### config.mk
export PLATFORM = sky130hd
export DESIGN_NAME = vcmdv3_decoder
export DESIGN_NICKNAME = d
export VERILOG_FILES = /design/src/rtl/vcmdv3_decoder.sv
export SDC_FILE = /design/constraint.sdc
export NUM_CORES = 1
export LEC_CHECK = 0
export BUFFER_PORTS_ARGS = -buffer_cell sky130_fd_sc_hd__buf_4
export CAP_MARGIN = 0
export CORE_ASPECT_RATIO = 1.5
export CORE_UTILIZATION = 50
export CTS_CLUSTER_DIAMETER = 150
export DETAILED_ROUTE_END_ITERATION = 6
export HOLD_SLACK_MARGIN = 0.02
export PLACE_DENSITY = 0.81
export RECOVER_POWER = 50
export SYNTH_ARGS = -nofsm -noshare
export SYNTH_HDL_FRONTEND = slang
export SYNTH_SLANG_ARGS = --single-unit
### constraint.sdc
create_clock -name Clk -period 2.2 [get_ports Clk]
set_input_delay 0 -clock Clk [delete_from_list [all_inputs] [get_ports Clk]]
set_output_delay 0 -clock Clk [all_outputs]
set_load 0.1 [all_outputs]
### src/rtl/vcmdv3_decoder.sv
// Command decoder: turns SPI bytes into framed SET_ADDR / WRITE commands and emits
// one write strobe per data word, auto-incrementing the address.
// Latency: 3-4 Clk from ByteClkIn rise to DataClkOut. There is no backpressure: bytes are
// consumed as they arrive, and bytes seen while DataModeEnable=0 are dropped.
// Ports: Clk/nReset (async, active low); ByteClkIn/ByteIn from the SPI slave;
//        DataModeEnable gates decoding; DataClkOut/AddrOut/DataOut form the write port;
//        Busy = FSM not idle; CmdErr = one-cycle pulse on bad opcode or abort.
// Optional macro VCMD_TIMEOUT_EN: aborts a command after TIMEOUT idle cycles mid-frame.
module vcmdv3_decoder #(
    parameter int AWIDTH  = 18,
    parameter int DWIDTH  = 8,
    parameter int TIMEOUT = 255
) (
    input  logic              Clk,
    input  logic              nReset,
    input  logic              ByteClkIn,
    input  logic [7:0]        ByteIn,
    input  logic              DataModeEnable,
    output logic              DataClkOut,
    output logic [AWIDTH-1:0] AddrOut,
    output logic [DWIDTH-1:0] DataOut,
    output logic              Busy,
    output logic              CmdErr
);

    localparam int ABYTES = (AWIDTH + 7) / 8;
    localparam int DBYTES = (DWIDTH + 7) / 8;
    localparam logic [3:0] ALAST = 4'(ABYTES - 1);
    localparam logic [3:0] DLAST = 4'(DBYTES - 1);

    typedef enum logic [1:0] {S_IDLE, S_ADDR, S_COUNT, S_DATA} state_t;

    state_t            state_q, state_d;
    logic              sync1_q, sync2_q, sync3_q;
    logic [3:0]        bcnt_q, bcnt_d;
    logic [8:0]        wcnt_q, wcnt_d;
    logic [AWIDTH-1:0] addr_asm_q, addr_asm_d;
    logic [DWIDTH-1:0] data_asm_q, data_asm_d;
    logic [AWIDTH-1:0] addr_q, addr_d;
    logic [DWIDTH-1:0] data_q, data_d;
    logic              strobe_q, strobe_d;
    logic              err_q, err_d;
    logic              byte_vld;
    logic              tmo_hit;

    // ByteClkIn is asynchronous: two flops to resolve metastability, a third to find the edge.
    always_ff @(posedge Clk or negedge nReset) begin
        if (!nReset) begin
            sync1_q <= 1'b0;
            sync2_q <= 1'b0;
            sync3_q <= 1'b0;
        end else begin
            sync1_q <= ByteClkIn;
            sync2_q <= sync1_q;
            sync3_q <= sync2_q;
        end
    end

    // An edge that coincides with DataModeEnable low is dropped.
    assign byte_vld = sync2_q & ~sync3_q & DataModeEnable;

`ifdef VCMD_TIMEOUT_EN
    localparam int TW = $clog2(TIMEOUT + 1);
    logic [TW-1:0] tcnt_q;

    assign tmo_hit = DataModeEnable && !byte_vld && (state_q != S_IDLE) &&
                     (tcnt_q == TW'(TIMEOUT - 1));

    always_ff @(posedge Clk or negedge nReset) begin
        if (!nReset) begin
            tcnt_q <= '0;
        end else if (byte_vld || (state_q == S_IDLE) || tmo_hit) begin
            tcnt_q <= '0;
        end else begin
            tcnt_q <= tcnt_q + TW'(1);
        end
    end
`else
    assign tmo_hit = 1'b0;
`endif

    always_comb begin
        state_d    = state_q;
        bcnt_d     = bcnt_q;
        wcnt_d     = wcnt_q;
        addr_asm_d = addr_asm_q;
        data_asm_d = data_asm_q;
        addr_d     = addr_q;
        data_d     = data_q;
        strobe_d   = 1'b0;
        err_d      = 1'b0;

        // The post-write increment lands the cycle after the strobe, so AddrOut
        // is still the written address while DataClkOut is high.
        if (strobe_q) begin
            addr_d = addr_q + AWIDTH'(1);
        end

        if (!DataModeEnable) begin
            state_d = S_IDLE;
            bcnt_d  = '0;
        end else if (tmo_hit) begin
            state_d = S_IDLE;
            bcnt_d  = '0;
            err_d   = 1'b1;
        end else if (byte_vld) begin
            unique case (state_q)
                S_IDLE: begin
                    bcnt_d = '0;
                    case (ByteIn)
                        8'h41:   state_d = S_ADDR;
                        8'h42:   state_d = S_COUNT;
                        8'h00:   state_d = S_IDLE;
                        default: err_d   = 1'b1;
                    endcase
                end
                S_ADDR: begin
                    // Shifting MSB first into an AWIDTH register drops excess high bits.
                    addr_asm_d = AWIDTH'({addr_asm_q, ByteIn});
                    if (bcnt_q == ALAST) begin
                        addr_d  = addr_asm_d;
                        bcnt_d  = '0;
                        state_d = S_IDLE;
                    end else begin
                        bcnt_d = bcnt_q + 4'd1;
                    end
                end
                S_COUNT: begin
                    wcnt_d  = (ByteIn == 8'h00) ? 9'd256 : {1'b0, ByteIn};
                    bcnt_d  = '0;
                    state_d = S_DATA;
                end
                S_DATA: begin
                    data_asm_d = DWIDTH'({data_asm_q, ByteIn});
                    if (bcnt_q == DLAST) begin
                        data_d   = data_asm_d;
                        strobe_d = 1'b1;
                        bcnt_d   = '0;
                        wcnt_d   = wcnt_q - 9'd1;
                        if (wcnt_q == 9'd1) begin
                            state_d = S_IDLE;
                        end
                    end else begin
                        bcnt_d = bcnt_q + 4'd1;
                    end
                end
                default: state_d = S_IDLE;
            endcase
        end
    end

    always_ff @(posedge Clk or negedge nReset) begin
        if (!nReset) begin
            state_q    <= S_IDLE;
            bcnt_q     <= '0;
            wcnt_q     <= '0;
            addr_asm_q <= '0;
            data_asm_q <= '0;
            addr_q     <= '0;
            data_q     <= '0;
            strobe_q   <= 1'b0;
            err_q      <= 1'b0;
        end else begin
            state_q    <= state_d;
            bcnt_q     <= bcnt_d;
            wcnt_q     <= wcnt_d;
            addr_asm_q <= addr_asm_d;
            data_asm_q <= data_asm_d;
            addr_q     <= addr_d;
            data_q     <= data_d;
            strobe_q   <= strobe_d;
            err_q      <= err_d;
        end
    end

    assign DataClkOut = strobe_q;
    assign AddrOut    = addr_q;
    assign DataOut    = data_q;
    assign CmdErr     = err_q;
    assign Busy       = (state_q != S_IDLE);

endmodule

Word level (Yosys, flattened, before mapping)
Index checks and enable logic that the tools add are counted.
Widths: inputs -> output; s select.

cells by class
  bitwise logic cells = 3
  multiplexer cells = 28
  reductions and logical operators = 11
  equal/unequal tests = 13
  $add $sub $neg = 3

operator list
  cell                   number
  $mux 18                5
  $add 18x1->18 const B  1
  $mux 9                 2
  $pmux 9 s2             1
  $eq 8x7->1 const B     2
  $mux 4                 4
  $pmux 4 s3             1
  $mux 2                 5
  $eq 9x1->1 const B     1
  $ne 3x3->1 const B     3
  $sub 9x1->9 const B    1
  $logic_not 8->1        1
  $mux 1                 8
  $pmux 2 s4             1
  $reduce_and 4->1       2
  $pmux 2 s3             1
  $ne 5x3->1 const B     1
  $reduce_and 5->1       1
  $add 4x1->4 const B    1
  $eq 2x2->1 const B     2
  $eq 4x2->1 const B     1
  $logic_not 4->1        1
  $reduce_bool 2->1      2
  $reduce_and 3->1       1
  other kinds (8)        9

storage, ports and cells
  logic and storage cells = 69
  flip-flop bits (word level) = 56
  bits of input ports = 12
  output and inout port bits = 29

Longest topological paths before layout
Gate-level depths: netlist (run 1).

  depth after elaboration = 6
  depth in mapped cells = 7
  mapped depth without buffers = 6

Worst setup path before layout (run 1)
OpenSTA, ideal clock, no wires.

  kind = register -> register
  start point = register strobe_q (netlist: DataClkOut)
  end point = register addr_q[15] (netlist: AddrOut[15])
  path buffers = 1
  period minus slack after synthesis = 2.616 ns
  data required time = 2.111 ns
  arrival = 2.527 ns
  cell stages (with the launch flop) = 6
  setup slack = -0.416 ns
  path through = dfrtp_1 > buf_2 > nand4_1 > or2_2 > or4b_2 > o211ai_1

between the ends
  longest elaborated chain between the ends = 5

ends and longest elaborated chain
  element                 RTL line  RTL
  from (decl)             41        logic strobe_q, strobe_d;
  from (signal assigned)  171       strobe_q <= strobe_d;
  $mux 18 (*)             95        if (strobe_q) begin
  $mux 18                 120       if (bcnt_q == ALAST) begin
  $mux 18                 107       unique case (state_q)
  $mux 18                 106       end else if (byte_vld) begin
  $mux 18 (*)             99        if (!DataModeEnable) begin
  via addr_d[15]          39        logic [AWIDTH-1:0] addr_q, addr_d;
  to (signal assigned)    169       addr_q <= addr_d;
  to (decl)               39

Mark *: on every way through the listed nets, which the timed path passes. The rest lies on a longest branch.
A chain may end at the register's enable or synchronous reset.

Final worst setup path (run 1)
  start point = register bcnt_q[0]
  end point = register addr_q[13] (netlist: AddrOut[13])

between the ends
  longest elaborated chain between the ends = 5

ends and longest elaborated chain
  element                 RTL line  RTL
  from (decl)             35        logic [3:0] bcnt_q, bcnt_d;
  from (signal assigned)  165       bcnt_q <= bcnt_d;
  $eq 4x2->1              120
  $mux 18                 120
  $mux 18                 107
  $mux 18                 106
  $mux 18                 99
  via addr_d[13]          39

The timed path passes the listed nets, and every way through them passes these cells.

==> summary.txt, run 1 <==
Synthesis
  • Ys async rst share: 100%
  • Synthesized instance count: 291
  • Post-Synthesis Cell Area: between 0.002 and 0.003 sq mm
  • Synthesis-stage register bit count: between 50 and 60
  • Syn Nets: roughly 310
  • Post-synth EDFFs: 0
  • Sequential area share after synthesis: just under 50%
  • Number of distinct library cells after synthesis: between 50 and 60
  • Syn avg cell area: around 9.9 sq um
  • Synth Flop Type: dfrtp_1
  • Synth warnings: 0

Floorplanning
  • Core region area: approximately 0.0055 sq mm
  • DIE AREA: 0.00609 sq mm
  • Number of core rows: 33
  • Initial Util: roughly 52%
  • Die width: 64.1 microns
  • Chip height: roughly 95 microns
  • I/O pin count: 41

Global routing
  • GRT Util Overall: between 20% and 30%
  • Initial antenna violation count: 0
  • Largest net degree at the start of global routing: 57
  • Vias in the first global route: 2311
  • Grt ovf: 0
  • First-pass GRT wire length: approximately 11 mm

Setup path
  • Worst Setup EP: AddrOut[13]
  • Reg2Reg Capture Point: AddrOut[13]
  • Cell breakdown of the critical path: inv_1 > ha_1 > or3b_2 > nor3_2 > buf_4 > nand2_1 > o21ai_0
  • CP required: around 2400 ps
  • Crit path max-delay cell type: or3b_2
  • Worst Setup End Kind: register
  • R2R Setup Slk: 190 ps
  • CP Data Arrival Time: 2240 ps
  • CP startpoint kind: register
  • Crit. path cell count: 7
  • Setup CP Type: register to register
  • Critical Path Start: bcnt_q[0]
  • Buffer and inverter count on the worst path: 2
  • Reg2Reg Depth: 7
  • Slowest cell delay on critical path: approximately 520 ps
  • FF-to-FF Start: bcnt_q[0]
  • CP max FO: 14
  • CP delay by family, top: simple AND/OR/NAND/NOR gates

Routing
  • Per-cell routed wire length: roughly 16 microns
  • Vias per cell: 5.83
  • Drt total wl: 6.60 mm
  • DRC violations left: 0
  • DR iter-0 viols: 120
  • Vias post-DR: 2432
  • Post-DRT Antenna Nets: 0
  • 1st-pass router iterations: 4

Power and ir drop
  • Sw Share: between 20% and 30%
  • Cell-internal power: 0.00130 W
  • VDD IR-drop max: 0.308 mV
  • Flop pwr share: approximately three fifths
  • Leak Pwr: between 1.5 and 2 nW
  • PD cells: slightly below 500 mW/mm^2
  • Logic gate share of total power: 5.6%
  • Psw: approximately 0.00042 W
  • Clock Power Share: between 30% and 40%

STA
  • Fmax: between 400 and 500 MHz
  • Final TNS setup: 0 ps
  • Final Cycle Share: 91.5%
  • Final hold viol count: 0
  • Slew HR: between 10 and 15%
  • Setup Skew: 6.54 ps
  • Slew of the pin with the lowest slew margin: around 1300 ps
  • Max Transition Viols Final: 0
  • RSZ-0062 raised after global routing: no
  • Final setup viols: 0
  • Fin Hold WS: 352 ps
  • Tmin final: just over 2000 ps

Place
  • IO Port Bufs: 40
  • Placed insts: a little under 400
  • GPL Wtd Cong: approximately 0.85
  • Hpwl dp: roughly 4.7 mm

Clock tree
  • Total CTS buffers: 5
  • H-tree levels: 2
  • Root Buffer: clkbuf_8
  • TritonCTS clock tree: done
  • Clk_lat worst skew: 310 ps
  • Clk sink count: 56
  • CTS clk-pin slew, worst paths: around 110 ps
  • Longest Clk Path Bufs: 2

Job
  • Max Cap Viol: 0

Layout
  • Fin util: between 60% and 70%
  • Post-Layout Cell Count: 417
  • Area grow syn2layout: 20.8%
  • Fin nets: approximately 360
  • Ant. Diodes: 0
  • Layout cell share with drive strength beyond 1: roughly a quarter

Status
  • Status: finished clean

Worst hold path
  • Hold Path Class: primary input to register
## how the worst min path moves through the flow
stage	to	start	slack, ps	cells after the start
after global placement	bcnt_q[2]	nReset	90	1
after CTS	bcnt_q[2]	nReset	290	2
after detailed placement	bcnt_q[2]	nReset	100	1
after global routing	sync1_q	ByteClkIn	340	2
final	sync1_q	ByteClkIn	350	2
after floorplan	AddrOut[0]	nReset	-300	0
## per-layer routing
metal  routed length, microns  vias to the layer above  GRT usage [%]
met2                     3390                       74           41.2
met5                        0                        -              0
li1                         -                     1167              -
met1                     2670                     1175           27.5
met4                      197                        0           11.4
met3                      343                       16           3.59
## per-stage QoR
step	total power (W)	worst slack, ps	cell area [sq um]
after floorplan	0.00109	-98.6	2910
after global placement	0.00114	297	3330
after detailed placement	0.00114	204	3330
after CTS	0.00174	185	3530
after global routing	0.00179	39.4	3490
final	0.00173	188	3490
## power by group through the flow
stage	clock network (W)	logic, W	registers [W]
floorplan	0	0.0000244	0.00106
global placement	0	0.0000836	0.00106
detailed placement	0	0.0000846	0.00106
CTS	0.000606	0.000100	0.00104
global route	0.000643	0.000107	0.00104
finish	0.000592	0.0000971	0.00104
## flip-flops by register name, indices dropped and copies added (netlist names)
register and count:
sync1_q 1, DataOut 8, sync3_q 1, sync2_q 1
addr_asm_q 10, DataClkOut 1, wcnt_q 9, CmdErr 1
state_q 2, AddrOut 18, bcnt_q 4
## worst reg2reg max path, stage by stage (launching register included)
cell	delay (ps)
dfrtp_1	430
inv_1	100
ha_1	170
or3b_2	520
nor3_2	310
buf_4	250
nand2_1	70
o21ai_0	80
## final cells by class
class                   count  area (sq um)
fillers                   476          2050
flip-flops and latches     56          1420
multi-input cells         211          1400
repair buffers             62           449
well taps                  70          87.6
clock buffers               5          68.8
inverters                  10          37.5
clock inverters             3          26.3
## cell usage after synthesis, types with 7 or more instances
cell type,count,share of area (%)
clkbuf_1,12,1.6
nor3_1,9,1.6
a21oi_1,13,2.3
inv_1,10,1.3
nand3_1,7,1.2
xnor2_1,10,3.0
nand2_1,30,3.9
mux2_2,17,6.6
o21ai_0,28,4.9
nor2_1,16,2.1
dfrtp_1,56,49
## layout by cell type (no fill, tap or decap), drive strengths merged, types with 3 or more instances in the layout
cell type    instances
nor3b                3
or2                  3
mux2                17
nor2                16
xor2                 6
dlygate4sd3         11
nand2               30
inv                 11
and3                 3
xnor2               10
a21oi               13
nand3b               3
nand4                7
or4                  3
ha                   6
a211oi               3
o21ai               28
buf                 38
dfrtp               56
nor3                10
nor4                 6
o22a                 3
clkbuf              18
nand3                7
## logic make-up (layout without fill, tap and decap cells)
family,Yosys count,in the layout,share of synthesized area (%)
buffers and inverters,24,80,3.16
XOR/XNOR,16,16,4.85
multiplexers,19,19,7.32
AND/OR/NAND/NOR,103,103,18.9
adder cells (fa/ha/maj),6,6,2.60
AO/OA/AOI/OAI,67,67,14.6
flip-flops,56,56,48.5
## what timing repair did
action	4_1_cts	5_1_grt
hold buffers	11	0
buffers inserted	0	0
gates resized for setup	0	0
hold endpoints to repair	80	0
Power figures use the tool's default switching activity.
==> run 2, diff against run 1 <==
--- a/config.mk
+++ b/config.mk
@@ -12,7 +12,7 @@
 export CTS_CLUSTER_DIAMETER = 150
 export DETAILED_ROUTE_END_ITERATION = 6
 export HOLD_SLACK_MARGIN = 0.02
-export PLACE_DENSITY = 0.81
+export PLACE_DENSITY = 0.71
 export RECOVER_POWER = 50
 export SYNTH_ARGS = -nofsm -noshare
 export SYNTH_HDL_FRONTEND = slang
==> run 2 against run 1 <==
Effect of this change:
- core utilization increased by 0.43 points
- cell count rose by 0.24%
- global-route usage is essentially flat
- critical endpoint is now AddrOut[17]
- hold slack improved by 5.7 ps
- sequential share of layout area is 0.28 points lower
- critical path depth is 3 lower
- total power rose by 4.5%
- highest routed layer unchanged
- clock skew up 1.8 ps
- first-iteration DRC count fell by 25%
==> summary.txt, run 2 (same netlist as run 1, synthesis figures left out) <==
Status
  • Status: finished clean

Place
  • GPL Wtd Cong: ~0.81
  • IO Port Bufs: 40
  • Pre-CTS setup slack: 259 ps
  • Hpwl dp: 4.68 mm

Setup path
  • CP max FO: 6
  • CP Data Arrival Time: between 2000 and 2500 ps
  • Setup CP Type: register to register
  • CP required: between 2000 and 2500 ps
  • Worst Setup End Kind: register
  • CP startpoint kind: register
  • Reg2Reg Depth: 4

Power and ir drop
  • PD cells: 514 mW/mm^2
  • Tot Pwr: 0.00180 W
  • Leak Pwr: around 1.5 nW
  • VDD IR-drop max: roughly 0.36 mV

Floorplanning
  • Initial Util: a little over half
  • Core region area: 0.00553 sq mm
  • Chip height: 95.1 microns
  • I/O pin count: between 40 and 50
  • Die width: ~64 microns
  • DIE AREA: between 0.006 and 0.007 sq mm
  • Number of core rows: 33

STA
  • Slew of the pin with the lowest slew margin: roughly 1400 ps
  • Max Transition Viols Final: 0
  • RSZ-0062 raised after global routing: no
  • Setup Skew: approximately 8.4 ps
  • Fmax: 512 MHz
  • Slew HR: slightly below 8%
  • Final Cycle Share: roughly nine tenths
  • Final setup viols: 0
  • Final hold viol count: 0
  • Final worst setup slack: roughly 250 ps
  • Tmin final: about 2000 ps

Routing
  • DR iter-0 viols: 90
  • DRC violations left: 0
  • Vias per cell: between 5 and 6
  • Vias post-DR: between 2k and 2.5k
  • Per-cell routed wire length: about 16 microns
  • Drt total wl: around 6.5 mm
  • 1st-pass router iterations: 4
  • Post-DRT Antenna Nets: 0

Layout
  • Max reg flops: 18
  • Area grow syn2layout: 21.6%
  • Most frequent cells in the layout: dfrtp_1 (39), buf_4 (39), nand2_1 (30)
  • Ant. Diodes: 0
  • Fillers: just over 500
  • Layout cell share with drive strength beyond 1: around 26%
  • Fin nets: between 300 and 400

Worst hold path
  • Hold path cells: 0
  • Hold Path Class: register to register

Clock tree
  • CTS clk-pin slew, worst paths: about 100 ps
  • Longest Clk Path Bufs: 2
  • Root Buffer: clkbuf_8
  • TritonCTS clock tree: done
  • H-tree levels: 2
  • Total CTS buffers: 5
  • Post-CTS resize count: 0
  • Setup bufs post-CTS: 0
  • Clk_lat worst skew: about 310 ps
  • Clk sink count: between 50 and 60

Global routing
  • Largest net degree at the start of global routing: 57
  • Vias in the first global route: between 2k and 2.5k
  • Initial antenna violation count: 0
  • GRT Util Overall: a little under a quarter
  • Grt ovf: 0
  • First-pass GRT wire length: between 10 and 15 mm

Job
  • Max Cap Viol: 0
-- run 2: cell types whose count changed in the layout (fill, tap and decap cells not counted) --
cell,before,now
clkinv_4,2,0
bufinv_16,0,1
buf_4,38,39
clkinv_2,0,1
inv_6,1,0
clkinvlp_4,0,1
-- run 2: per-stage QoR --
| step | cells | cell area (sq um) | setup TNS [ps] | utilization [%] | hold slack (ps) |
|---|---|---|---|---|---|
| 2_1_floorplan | 291 | 2910 | -98.6 | - | -296 |
| 3_3_place_gp | 399 | 3330 | 0 | 60.2 | 94.7 |
| 3_5_place_dp | 399 | 3330 | 0 | 60.2 | 103 |
| 4_1_cts | 418 | 3550 | 0 | 64.2 | 307 |
| 5_1_grt | 418 | 3510 | 0 | 63.5 | 341 |
| 6_report | 418 | 3510 | 0 | 63.5 | 358 |
-- run 2: per-layer routing --
layer / up-vias / GRT usage [%] / part of all wire [%]
li1: 1170 / - / -
met1: 1151 / 27.7 / 43
met2: 53 / 41.3 / 52
met3: 10 / 3.95 / 3.7
met4: 0 / 9.66 / 2.0
met5: - / 0 / 0
-- run 2: final cells by class --
class / count / area (sq um) / share of cell area [%]
Timing Repair Buffer: 63 / 457 / 13.0
Inverter: 10 / 37.5 / 1.07
Clock inverter: 3 / 42.5 / 1.21
Tap cell: 70 / 87.6 / 2.49
Multi-Input combinational cell: 211 / 1400 / 39.7
Clock buffer: 5 / 68.8 / 1.96
Sequential cell: 56 / 1420 / 40.5
-- run 2: path summary, 6_finish.rpt --
check / startpoint / to / slack (ps)
worst max-delay path: AddrOut[10] / AddrOut[17] / 250
worst min register to register: sync1_q / sync2_q / 360
min in group asynchronous: nReset / AddrOut[4] / 540
worst min-delay path: sync1_q / sync2_q / 360
worst max register to register: AddrOut[10] / AddrOut[17] / 250
max in group asynchronous: nReset / AddrOut[11] / 730
-- run 2: worst max-delay path, stage by stage (launching register included) --
cell and delay [ps]:
dfrtp_2 430, nand4_2 190, or4_1 590, or4_1 490
a31oi_1 180
-- run 2: report_power, final --
part / internal [W] / switching, W
Clock: 0.000337 / 0.000332
Sequential: 0.00103 / 0.00000376
Combinational: 0.0000372 / 0.0000611
Total: 0.00141 / 0.000397
-- run 2: repair_timing --
action,CTS,global route
endpoints found under the hold margin,80,0
hold buffers,11,0
endpoints found under the setup margin,0,0
